[config.mk]
export PLATFORM = sky130hd
export DESIGN_NAME = cmd_host
export DESIGN_NICKNAME = d
export VERILOG_FILES = /design/src/rtl/cmd_pkg.sv /design/src/rtl/cmd_timeout_cnt.sv /design/src/rtl/cmd_host.sv
export SDC_FILE = /design/constraint.sdc
export NUM_CORES = 1
export LEC_CHECK = 0
export ABC_AREA = 1
export BUFFER_PORTS_ARGS = -buffer_cell sky130_fd_sc_hd__buf_4
export CAP_MARGIN = 20
export CORE_MARGIN = 2
export CORE_UTILIZATION = 60
export CTS_BUF_LIST = sky130_fd_sc_hd__clkbuf_8
export CTS_CLUSTER_SIZE = 24
export DETAILED_ROUTE_END_ITERATION = 10
export HOLD_SLACK_MARGIN = 0.06
export PLACE_DENSITY = 0.85
export SYNTH_ARGS = -nofsm -noshare
export SYNTH_HDL_FRONTEND = slang
export SYNTH_SLANG_ARGS = --single-unit
[constraint.sdc]
create_clock -name clk_i -period 4.7 [get_ports clk_i]
set_input_delay 0.235 -clock clk_i [delete_from_list [all_inputs] [get_ports clk_i]]
set_output_delay 0.235 -clock clk_i [all_outputs]
set_load 0.02 [all_outputs]
[src/rtl/cmd_pkg.sv]
// rtl/cmd_pkg.sv - shared definitions for the UART register-access command protocol
package cmd_pkg;

  typedef enum logic [1:0] {
    ST_IDLE = 2'd0,
    ST_CMD  = 2'd1,
    ST_DATA = 2'd2,
    ST_WAIT = 2'd3
  } cmd_host_state_e;

  localparam int CMD_WR_BIT = 7;
  localparam int ADDR_W     = 7;
  localparam int DATA_W     = 8;

  localparam logic [DATA_W-1:0] RSP_TIMEOUT_DATA = 8'hFF;

endpackage

[src/rtl/cmd_timeout_cnt.sv]
// rtl/cmd_timeout_cnt.sv - clearable cycle counter flagging the last cycle of a timeout window
module cmd_timeout_cnt #(
  parameter int TIMEOUT_CYCLES = 1_000_000
) (
  input  logic clk_i,
  input  logic rst_n_i,
  input  logic clr_i,
  input  logic en_i,
  output logic tc_o
);

  localparam int CW = $clog2(TIMEOUT_CYCLES);
  localparam logic [CW-1:0] TC_VAL = CW'(TIMEOUT_CYCLES - 1);

  logic [CW-1:0] cnt_q;

  always_ff @(posedge clk_i or negedge rst_n_i) begin
    if (!rst_n_i) begin
      cnt_q <= '0;
    end else if (clr_i) begin
      cnt_q <= '0;
    end else if (en_i) begin
      cnt_q <= cnt_q + CW'(1);
    end
  end

  assign tc_o = en_i && (cnt_q == TC_VAL);

endmodule

[src/rtl/cmd_host.sv]
// rtl/cmd_host.sv - host-side initiator serialising register requests to UART bytes
module cmd_host
  import cmd_pkg::*;
#(
  parameter int TIMEOUT_CYCLES = 1_000_000
) (
  input  logic                clk_i,
  input  logic                rst_n_i,
  input  logic                req_valid_i,
  output logic                req_ready_o,
  input  logic                req_wr_i,
  input  logic [ADDR_W-1:0]   req_addr_i,
  input  logic [DATA_W-1:0]   req_wdata_i,
  output logic                tx_valid_o,
  output logic [DATA_W-1:0]   tx_data_o,
  input  logic                tx_ready_i,
  input  logic                rx_received_i,
  input  logic [DATA_W-1:0]   rx_data_i,
  output logic                rsp_valid_o,
  output logic [DATA_W-1:0]   rsp_rdata_o,
  output logic                rsp_timeout_o,
  output logic                busy_o
);

  localparam logic [1:0] S_IDLE = ST_IDLE;
  localparam logic [1:0] S_CMD  = ST_CMD;
  localparam logic [1:0] S_DATA = ST_DATA;
  localparam logic [1:0] S_WAIT = ST_WAIT;

  logic [1:0]        state_q;
  logic              wr_q;
  logic [ADDR_W-1:0] addr_q;
  logic [DATA_W-1:0] wdata_q;
  logic [DATA_W-1:0] cmd_byte;
  logic              cnt_clr;
  logic              cnt_tc;

  always_comb begin
    cmd_byte = '0;
    cmd_byte[CMD_WR_BIT]   = wr_q;
    cmd_byte[ADDR_W-1:0]   = addr_q;
  end

  assign req_ready_o = (state_q == S_IDLE);
  assign busy_o      = (state_q != S_IDLE);
  assign tx_valid_o  = (state_q == S_CMD) || (state_q == S_DATA);

  always_comb begin
    tx_data_o = '0;
    if (state_q == S_CMD) begin
      tx_data_o = cmd_byte;
    end else if (state_q == S_DATA) begin
      tx_data_o = wdata_q;
    end
  end

  // Counter restarts exactly when the read command byte leaves, so WAIT always begins at zero.
  assign cnt_clr = (state_q == S_CMD) && tx_ready_i && !wr_q;

  cmd_timeout_cnt #(
    .TIMEOUT_CYCLES(TIMEOUT_CYCLES)
  ) u_timeout_cnt (
    .clk_i   (clk_i),
    .rst_n_i (rst_n_i),
    .clr_i   (cnt_clr),
    .en_i    (state_q == S_WAIT),
    .tc_o    (cnt_tc)
  );

  always_ff @(posedge clk_i or negedge rst_n_i) begin
    if (!rst_n_i) begin
      state_q       <= S_IDLE;
      wr_q          <= 1'b0;
      addr_q        <= '0;
      wdata_q       <= '0;
      rsp_valid_o   <= 1'b0;
      rsp_rdata_o   <= '0;
      rsp_timeout_o <= 1'b0;
    end else begin
      rsp_valid_o <= 1'b0;
      case (state_q)
        S_IDLE: begin
          if (req_valid_i) begin
            wr_q    <= req_wr_i;
            addr_q  <= req_addr_i;
            wdata_q <= req_wdata_i;
            state_q <= S_CMD;
          end
        end
        S_CMD: begin
          if (tx_ready_i) begin
            state_q <= wr_q ? S_DATA : S_WAIT;
          end
        end
        S_DATA: begin
          if (tx_ready_i) begin
            rsp_valid_o   <= 1'b1;
            rsp_timeout_o <= 1'b0;
            state_q       <= S_IDLE;
          end
        end
        default: begin
          // A byte arriving on the terminal cycle takes priority over the timeout.
          if (rx_received_i) begin
            rsp_rdata_o   <= rx_data_i;
            rsp_timeout_o <= 1'b0;
            rsp_valid_o   <= 1'b1;
            state_q       <= S_IDLE;
          end else if (cnt_tc) begin
            rsp_rdata_o   <= RSP_TIMEOUT_DATA;
            rsp_timeout_o <= 1'b1;
            rsp_valid_o   <= 1'b1;
            state_q       <= S_IDLE;
          end
        end
      endcase
    end
  end

endmodule

==> out/metrics.cfg, run 1 <==
[route]
wl_per_cell_microns=13.8
routed_wl_microns=5790
drt_iter0_markers=141
dr.pass1.iters=5
avgViaCountPerCell=5.48
drcViolationCount=0
vias=2305
ant_nets=0

[pwr]
powerDensity_nw_per_um2=523
p_seq_frac=0.383
switching_power_uw=637
swShare=0.392
combPwrFrac=0.427
peakVddDrop_mv=0.493
leakagePower_nw=1.59
clock_power_share=0.190
internal-power_uw=987

[global_routing]
grt_pass1_vias=2230
antenna_found_initial=0
gr-total-overflow=0
grtUsageTotal=0.254
grt_pass1_wl_microns=10000
grt_start_max_net_pins=49

[finish]
drive_above_1_share=0.237
fill_cells=305
multi_input_area_sq_um=1210
nNetsFinal=405
area_delta_synth_final_pct=19.9
stdcell_count=421
regArea_sq_um=1200
n_antenna_cell=0

[timing]
rsz0062_at_grt=no
fmax_mhz=401
min_period_ns=2.50
setup_violations=0
fin_setup_tns_ns=0
fin_hold_ws_ns=0.131
finalClockSkew_ns=0.00394
final_hold_viol_count=0
relSlewSlack=0.498
final.period_utilization=0.531
final_max_slew_viol_count=0
tightest_slew_ns=0.751

[worst_setup_path]
worstPathArrival_ns=2.70
crit_path_end_kind=register
crit_type=reg -> reg
crit_required_ns=4.90
worstSetupStartpointType=register
worstReg2RegStart=state_q[1]
startpoint=state_q[1]
cp_max_fo=21

[logic_synthesis]
synth_cell_types=30
ys_seq_area_frac=0.464
synth_common_cells=86 x nand2_1, 48 x dfrtp_1, 34 x nor2_1
synthFlopType=dfrtp_1
synth.avg_cell_area_sq_um=8.06
syn_inst=321
synthesis.area_sq_um=2590
synth_top_area_cell=dfrtp_1
synth_edf_count=0
synth_top_area_frac=0.464
synthArstFlopShare=1.00
yosysMostFrequentCell=nand2_1
synth_area_leaders=dfrtp_1 46%, nand2_1 12%, nand3_1 5.8%
synth_warnings=0
ys_ff_latch=48
syn_nets=356

[placed_design]
port_buffers=49
gp_congestion=0.950
dp_hpwl_microns=4090
placedCellCount=412

[cts]
cts_tree=built
clkTransAtPathRegs_ns=0.09
htree_levels=2
insertion_delay_ns=0.31
cts.sink_count=48
cts_buffers=5
ctsLongestPathBuffers=2
cts_setup_buffers=0
clockRootBuffer=clkbuf_8

[run]
maxCapViolations=0

[floorplanning]
dieArea_sq_um=4850
die_h_microns=69.7
start_util=0.633
core-area_sq_um=4090
ios=50
rows=23
die_w_microns=69.7

[worst_hold_path]
min_from=req_addr_i[3]
hold_class=in -> reg

[status]
status=finished, final reports clean

kinds of logic (layout without fill, tap and decap cells):
kind of cell / after synthesis / count (layout) / synth area share
DFF: 48 / 48 / 0.464
AOI/OAI and AO/OA: 30 / 30 / 0.0609
buffers and inverters: 43 / 93 / 0.0672
adders and majority gates: 6 / 6 / 0.0290
and+or+nand+nor: 179 / 179 / 0.313
muxes: 15 / 15 / 0.0653
worst paths after layout:
kind                            cells after the start                       to  slack, ns
worst min-delay path                                2                addr_q[3]       0.13
worst max-delay path                                9  u_timeout_cnt.cnt_q[18]       2.20
min in group asynchronous                           2               wdata_q[2]       0.46
worst max register to register                      9  u_timeout_cnt.cnt_q[18]       2.20
max in group asynchronous                           2                addr_q[4]       3.83
worst min register to register                      2           rsp_rdata_o[0]       0.48
cell type report:
| type | instances | share of cell area |
|---|---|---|
| Clock buffer | 5 | 0.0222 |
| Multi-Input combinational cell | 230 | 0.391 |
| Inverter | 35 | 0.0424 |
| Sequential cell | 48 | 0.387 |
| Clock inverter | 3 | 0.0153 |
| Timing Repair Buffer | 50 | 0.122 |
| Tap cell | 50 | 0.0202 |
routing by layer:
layer / track usage / up-vias / wire, microns
met5: 0 / - / 0
met4: 0.0855 / 0 / 112
met3: 0.0392 / 14 / 326
met2: 0.423 / 90 / 2840
met1: 0.340 / 1068 / 2510
li1: - / 1133 / -
power groups by stage:
| stage | Clock, mW | Sequential [mW] | Combinational (mW) |
|---|---|---|---|
| CTS | 0.310 | 0.621 | 0.698 |
| finish | 0.309 | 0.621 | 0.693 |
| global route | 0.330 | 0.636 | 0.760 |
| floorplan | 0 | 0.656 | 0.410 |
| global placement | 0 | 0.619 | 0.671 |
| detailed placement | 0 | 0.627 | 0.687 |
flip-flops by register name, summed over array words and instances, names as in the netlist:
signal               count
addr_q                   7
rsp_rdata_o              8
rsp_timeout_o            1
rsp_valid_o              1
state_q                  2
u_timeout_cnt.cnt_q     20
wdata_q                  8
wr_q                     1
repair_timing:
action,in CTS,in global routing
hold buffers,1,0
resized for setup,0,0
endpoints found under the setup margin,0,0
endpoints found under the hold margin,48,0
critical path, cell delays in order, from the launching register on:
cell     delay [ns]
dfrtp_1        0.44
inv_1          0.09
ha_1           0.39
nand3_1        0.64
nand2_1        0.35
inv_2          0.08
nor2_2         0.17
nand3_1        0.09
nand2_1        0.08
nor2_1         0.06
cell usage in the layout (no fill, tap or decap):
| cell type | synthesis | layout |
|---|---|---|
| or2_2 | 8 | 8 |
| o21ai_0 | 3 | 3 |
| nor2_1 | 34 | 34 |
| clkinv_1 | 1 | 1 |
| a21boi_1 | 1 | 1 |
| mux2_2 | 7 | 7 |
| o21ai_1 | 7 | 7 |
| nand3_1 | 30 | 30 |
| nor2_4 | 1 | 1 |
| clkbuf_8 | 0 | 5 |
| a21oi_1 | 16 | 16 |
| inv_1 | 29 | 29 |
| nand2_1 | 86 | 86 |
| clkinv_4 | 0 | 2 |
| nand4_2 | 1 | 1 |
| buf_4 | 2 | 49 |
| or2_0 | 1 | 1 |
| inv_2 | 5 | 5 |
| o22ai_1 | 1 | 1 |
| bufinv_16 | 0 | 1 |
| dfrtp_1 | 48 | 48 |
| o21a_1 | 1 | 1 |
| nand2_4 | 2 | 2 |
| nor2_2 | 3 | 3 |
| nand3_2 | 4 | 4 |
| a31oi_1 | 1 | 1 |
| nand4_1 | 3 | 3 |
| nor3_1 | 6 | 6 |
| ha_1 | 6 | 6 |
| mux2_1 | 8 | 8 |
| dlygate4sd3_1 | 0 | 1 |
through the flow:
stage	setup WS (ns)	util	cell area, sq um	total power [mW]
floorplan	2.98	-	2590	1.07
global placement	2.34	0.728	2980	1.29
detailed placement	2.25	0.728	2980	1.31
CTS	2.23	0.759	3100	1.63
global route	1.96	0.759	3100	1.73
finish	2.20	0.759	3100	1.62
Note: power is estimated with default switching activity, not from simulation.
==> run 2: changes to the inputs <==
Settings changed: CORE_UTILIZATION 60 to 52, PLACE_DENSITY 0.85 to 0.78.
Clock period 4.7 ns to 2.15 ns, I/O delays scaled along.
==> run 2 against run 1 <==
Net effect: flip-flop and latch count unchanged; first-iteration DRC count is 22% higher; critical path depth decreased by 4; clock power up 120%; cell count is 8.3% higher; register-to-register slack worse by 1.9 ns; sequential power is 120% higher; combinational power up 130%; sequential share of layout area down 2.3 points; total power grew 120%; clock skew grew 0.0042 ns; die area is 14% higher.
==> out/metrics.cfg, run 2 (synthesis gave the netlist of run 1 again) <==
[pwr]
internal-power_mw=2.19  ; was 987 uW
swShare=0.392  ; about the same
p_seq_frac=0.379  ; was 0.383
leakagePower_nw=1.66  ; was 1.59 nW
clock_power_share=0.187  ; was 0.190
powerDensity_nw_per_um2=1090  ; was 523 nW/um^2
combPwrFrac=0.434  ; was 0.427
switching_power_mw=1.41  ; was 637 uW
peakVddDrop_mv=0.682  ; was 0.493 mV

[cts]
insertion_delay_ns=0.30  ; was 0.31 ns
htree_levels=2  ; unchanged
ctsLongestPathBuffers=2  ; unchanged
clockRootBuffer=clkbuf_8  ; unchanged
cts_tree=built  ; unchanged
cts_buffers=5  ; unchanged
cts_setup_buffers=0  ; unchanged
clkTransAtPathRegs_ns=0.09  ; about the same
cts_resized=0  ; unchanged
cts_hold_buffers=17  ; was 1
cts.sink_count=48  ; unchanged

[global_routing]
antenna_found_initial=0  ; unchanged
grt_start_max_net_pins=49  ; unchanged
grtUsageTotal=0.220  ; was 0.254
grt_pass1_wl_microns=9320  ; was 10000 microns
use_met3=0.0461  ; was 0.0392
met2_usage=0.360  ; was 0.423
use_met1=0.297  ; was 0.340
grt_pass1_vias=2078  ; was 2230
gr-total-overflow=0  ; unchanged
busiest_layer=met2  ; unchanged

[timing]
setup_slack_ns=0.274  ; was 2.20 ns
rsz0062_at_grt=no  ; unchanged
final_max_slew_viol_count=0  ; unchanged
final.period_utilization=0.873
relSlewSlack=0.549  ; was 0.498
tightest_slew_ns=0.675  ; was 0.751 ns
fmax_mhz=533
fin_setup_tns_ns=0  ; unchanged
min_period_ns=1.88
setup_violations=0  ; unchanged
final_hold_viol_count=0  ; unchanged
fin_hold_ws_ns=0.0980  ; was 0.131 ns
finalClockSkew_ns=0.00816  ; was 0.00394 ns

[worst_setup_path]
cp_slowest_cell=ha_1  ; was nand3_1
worstPathArrival_ns=1.77  ; was 2.70 ns
slowest_delay_ns=0.46  ; was 0.64 ns
worst-path-stages=5  ; was 9
path_cells=inv_1, ha_1, nand3_1, o21ai_0, buf_4  ; was inv_1, ha_1, nand3_1, nand2_1, inv_2, nor2_2, nand3_1, nand2_1, nor2_1
cp_max_fo=13  ; was 21
crit_path_end_kind=output pin  ; was register
r2r_cells=4  ; was 9
cp-endpoint=tx_data_o[7]  ; was u_timeout_cnt.cnt_q[18]
worstSetupStartpointType=register  ; unchanged
reg2reg_setup_slack_ns=0.32  ; was 2.20 ns
startpoint=state_q[0]  ; was state_q[1]
crit_family=adder cells  ; was simple AND/OR/NAND/NOR gates
crit_type=reg -> out  ; was reg -> reg
crit_required_ns=2.04  ; was 4.90 ns
worstReg2RegStart=state_q[0]  ; was state_q[1]
r2r_end=addr_q[0]  ; was u_timeout_cnt.cnt_q[18]
critical_path_buf_inv_count=2  ; unchanged

[route]
vias=2317  ; was 2305
dr.pass1.iters=4  ; was 5
drcViolationCount=0  ; unchanged
drt_iter0_markers=172  ; was 141
routed_wl_microns=5920  ; was 5790 microns
avgViaCountPerCell=5.08  ; was 5.48
wl_per_cell_microns=13.0  ; was 13.8 microns
ant_nets=0  ; unchanged

[placed_design]
port_buffers=49  ; unchanged
dp_slack_ns=0.337  ; was 2.25 ns
dp_hpwl_microns=3860  ; was 4090 microns
gp_congestion=0.840  ; was 0.950

[floorplanning]
core-area_sq_um=4750  ; was 4090 sq um
die_w_microns=74.5  ; was 69.7 microns
start_util=0.544  ; was 0.633
rows=25  ; was 23
dieArea_sq_um=5560  ; was 4850 sq um
ios=50  ; unchanged
die_h_microns=74.5  ; was 69.7 microns

[finish]
final_common_cell=nand2_1  ; unchanged
top_register=u_timeout_cnt.cnt_q  ; unchanged
drive_above_1_share=0.231  ; was 0.237
top_regs=u_timeout_cnt.cnt_q (20), rsp_rdata_o (8), wdata_q (8)  ; unchanged
final_cell_mix=86 x nand2_1, 51 x buf_4, 48 x dfrtp_1  ; was 86 x nand2_1, 49 x buf_4, 48 x dfrtp_1
fin_util=0.693  ; was 0.759
nNetsFinal=423  ; was 405
n_antenna_cell=0  ; unchanged
largest_reg_flops=20  ; unchanged
area_delta_synth_final_pct=27.4  ; was 19.9%

[worst_hold_path]
hold_class=in -> reg  ; unchanged

[run]
maxCapViolations=0  ; unchanged

[status]
status=finished, final reports clean  ; unchanged

[run 2: changes by cell type in the layout (fill, tap and decap cells not counted)]
cell and delta:
inv_6 +1, buf_4 +2, clkinvlp_4 +1, dlygate4sd3_1 +16
clkinv_4 -2
[run 2: worst min-delay path by stage]
stage                   from  slack [ns]                      to  cells after the start
3_5_place_dp         rst_n_i        0.16  u_timeout_cnt.cnt_q[8]                      1
4_1_cts        rx_received_i        0.10           rsp_timeout_o                      3
6_report       rx_received_i         0.1           rsp_timeout_o                      3
2_1_floorplan        rst_n_i       -0.19               addr_q[0]                      0
3_3_place_gp         rst_n_i        0.16  u_timeout_cnt.cnt_q[7]                      1
5_1_grt        rx_received_i        0.11           rsp_timeout_o                      3
[run 2: metal layers]
layer,part of all wire,vias to the layer above
met5,0,-
met4,0.014,0
met3,0.045,14
met2,0.50,66
met1,0.44,1073
li1,-,1164
[run 2: through the flow]
| stage | cells | total power, mW | area (sq um) |
|---|---|---|---|
| 2_1_floorplan | 321 | 2.33 | 2590 |
| 3_3_place_gp | 431 | 2.85 | 3010 |
| 3_5_place_dp | 431 | 2.89 | 3010 |
| 4_1_cts | 456 | 3.59 | 3300 |
| 5_1_grt | 456 | 3.83 | 3300 |
| 6_report | 456 | 3.60 | 3300 |
[run 2: cell type report]
cell class	count	area (sq um)
Clock buffer	5	68.8
Clock inverter	3	46.3
Fill cell	391	1460
Inverter	35	131
Multi-Input combinational cell	230	1210
Sequential cell	48	1200
Tap cell	67	83.8
Timing Repair Buffer	68	553
[run 2: power by group through the flow]
| stage | clock network [mW] | logic, mW | registers, mW |
|---|---|---|---|
| global placement | 0 | 1.50 | 1.35 |
| finish | 0.672 | 1.56 | 1.36 |
| CTS | 0.685 | 1.55 | 1.35 |
| detailed placement | 0 | 1.52 | 1.37 |
| global route | 0.719 | 1.71 | 1.39 |
| floorplan | 0 | 0.897 | 1.43 |
[run 2: worst register-to-register path: stages (launching register included)]
cell and delay [ns]:
dfrtp_1 0.44, inv_1 0.09, ha_1 0.24, nand2_1 0.51, mux2_1 0.43
==> run 3: changes to the inputs <==
Settings changed: HOLD_SLACK_MARGIN 0.06 to 0.15.
==> run 3 against run 2 <==
Net effect: non-clock buffer count is 9 higher; flip-flop and latch count stayed put; first-iteration DRC count rose by 3.5%; sequential power hardly changed; sequential share of layout area down 0.97 points; largest cell class unchanged.
==> out/metrics.cfg, run 3 (synthesis gave the netlist of run 1 again) <==
[timing]
setup_violations=0  ; unchanged
relSlewSlack=0.548  ; was 0.549
finalClockSkew_ns=0.0121  ; was 0.00816 ns
final_max_slew_viol_count=0  ; unchanged
final.period_utilization=0.878  ; was 0.873
setup_slack_ns=0.262  ; was 0.274 ns
fin_setup_tns_ns=0  ; unchanged
fmax_mhz=530  ; was 533 MHz
rsz0062_at_grt=no  ; unchanged
tightest_slew_ns=0.677  ; was 0.675 ns
fin_hold_ws_ns=0.144  ; was 0.0980 ns
final_hold_viol_count=0  ; unchanged
min_period_ns=1.89  ; was 1.88 ns

[finish]
fin_area_sq_um=3390  ; was 3300 sq um
final_common_cell=nand2_1  ; unchanged
top_regs=u_timeout_cnt.cnt_q (20), rsp_rdata_o (8), wdata_q (8)  ; unchanged
final_cell_mix=86 x nand2_1, 51 x buf_4, 48 x dfrtp_1  ; unchanged
area_delta_synth_final_pct=30.9  ; was 27.4%
fin_util=0.712  ; was 0.693
stdcell_count=465  ; was 456
n_antenna_cell=0  ; unchanged
drive_above_1_share=0.226  ; was 0.231
top_register=u_timeout_cnt.cnt_q  ; unchanged
largest_reg_flops=20  ; unchanged
nNetsFinal=432  ; was 423

[pwr]
swShare=0.393  ; was 0.392
combPwrFrac=0.436  ; was 0.434
clock_power_share=0.187  ; about the same
p_seq_frac=0.377  ; was 0.379
internal-power_mw=2.20  ; was 2.19 mW
powerDensity_nw_per_um2=1070  ; was 1090 nW/um^2
switching_power_mw=1.43  ; was 1.41 mW
leakagePower_nw=1.70  ; was 1.66 nW
power.total_mw=3.63  ; was 3.60 mW
peakVddDrop_mv=0.683  ; was 0.682 mV

[route]
wl_per_cell_microns=13.1  ; was 13.0 microns
routed_wl_microns=6100  ; was 5920 microns
drt_iter0_markers=178  ; was 172
vias=2349  ; was 2317
avgViaCountPerCell=5.05  ; was 5.08
drcViolationCount=0  ; unchanged
dr.pass1.iters=4  ; unchanged
ant_nets=0  ; unchanged

[floorplanning]
core-area_sq_um=4750  ; unchanged
ios=50  ; unchanged
dieArea_sq_um=5560  ; unchanged
die_h_microns=74.5  ; unchanged
rows=25  ; unchanged
die_w_microns=74.5  ; unchanged
start_util=0.544  ; unchanged

[worst_setup_path]
crit_type=reg -> out  ; unchanged
worstSetupStartpointType=register  ; unchanged
worstPathArrival_ns=1.78  ; was 1.77 ns
cp_max_fo=13  ; unchanged
crit_path_end_kind=output pin  ; unchanged
crit_required_ns=2.04  ; about the same

[cts]
cts_tree=built  ; unchanged
cts.sink_count=48  ; unchanged
cts_buffers=5  ; unchanged
cts_resized=0  ; unchanged
clockRootBuffer=clkbuf_8  ; unchanged
ctsLongestPathBuffers=2  ; unchanged
insertion_delay_ns=0.31  ; was 0.30 ns
htree_levels=2  ; unchanged
clkTransAtPathRegs_ns=0.10  ; was 0.09 ns

[placed_design]
dp_hpwl_microns=3860  ; unchanged
dp_slack_ns=0.337  ; unchanged
dpl_cell_area_sq_um=3010  ; unchanged
gp_congestion=0.840  ; unchanged
placedCellCount=431  ; unchanged
port_buffers=49  ; unchanged

[global_routing]
antenna_found_initial=0  ; unchanged
grt_pass1_vias=2135  ; was 2078
gr-total-overflow=0  ; unchanged
grt_start_max_net_pins=49  ; unchanged
grt_pass1_wl_microns=9540  ; was 9320 microns
grtUsageTotal=0.225  ; was 0.220

[status]
status=finished, final reports clean  ; unchanged

[run]
maxCapViolations=0  ; unchanged

[worst_hold_path]
hold_class=in -> reg  ; unchanged

==> run 3: cell count changes in the layout (fill, tap and decap cells not counted), sizes merged <==
cell and delta:
dlygate4sd3 +9
==> run 3: metal layers <==
metal | part of all wire | GRT usage
met5 | 0 | 0
met4 | 0.014 | 0.0655
met3 | 0.043 | 0.0461
met2 | 0.49 | 0.373
met1 | 0.45 | 0.301
==> run 3: final cells by class <==
type | count | area (sq um)
fill | 379 | 1370
clock buffer | 5 | 68.8
clock inverter | 3 | 46.3
inverter | 35 | 131
tap | 67 | 83.8
sequential | 48 | 1200
timing repair buffer | 77 | 643
multi-input combinational | 230 | 1210
==> run 3: worst paths after layout <==
| check | cells after the start | from | slack, ns | endpoint |
|---|---|---|---|---|
| worst max-delay path | 5 | state_q[0] | 0.26 | tx_data_o[7] |
| worst min-delay path | 4 | rx_data_i[2] | 0.14 | rsp_rdata_o[2] |
| worst max register to register | 4 | state_q[0] | 0.31 | addr_q[0] |
| worst min register to register | 2 | rsp_rdata_o[3] | 0.48 | rsp_rdata_o[3] |
| max in group asynchronous | 2 | rst_n_i | 1.41 | addr_q[1] |
| min in group asynchronous | 2 | rst_n_i | 0.35 | u_timeout_cnt.cnt_q[13] |
==> run 3: worst max-delay path, stage by stage (launching register included) <==
cell and delay [ns]:
dfrtp_1 0.45, inv_1 0.10, ha_1 0.47, nand3_1 0.13, o21ai_0 0.13, buf_4 0.19
==> run 3: repair_timing <==
item,CTS,global route
hold buffers,26,0
setup buffers,0,0
endpoints found under the hold margin,73,0
setup endpoints to repair,0,0
==> run 3: power groups by stage <==
stage                     registers (mW)  clock network (mW)  logic, mW
final                               1.37               0.678       1.58
after global routing                1.40               0.719       1.73
after CTS                           1.35               0.685       1.57
after detailed placement            1.37                   0       1.52
after global placement              1.35                   0       1.50
after floorplan                     1.43                   0      0.897
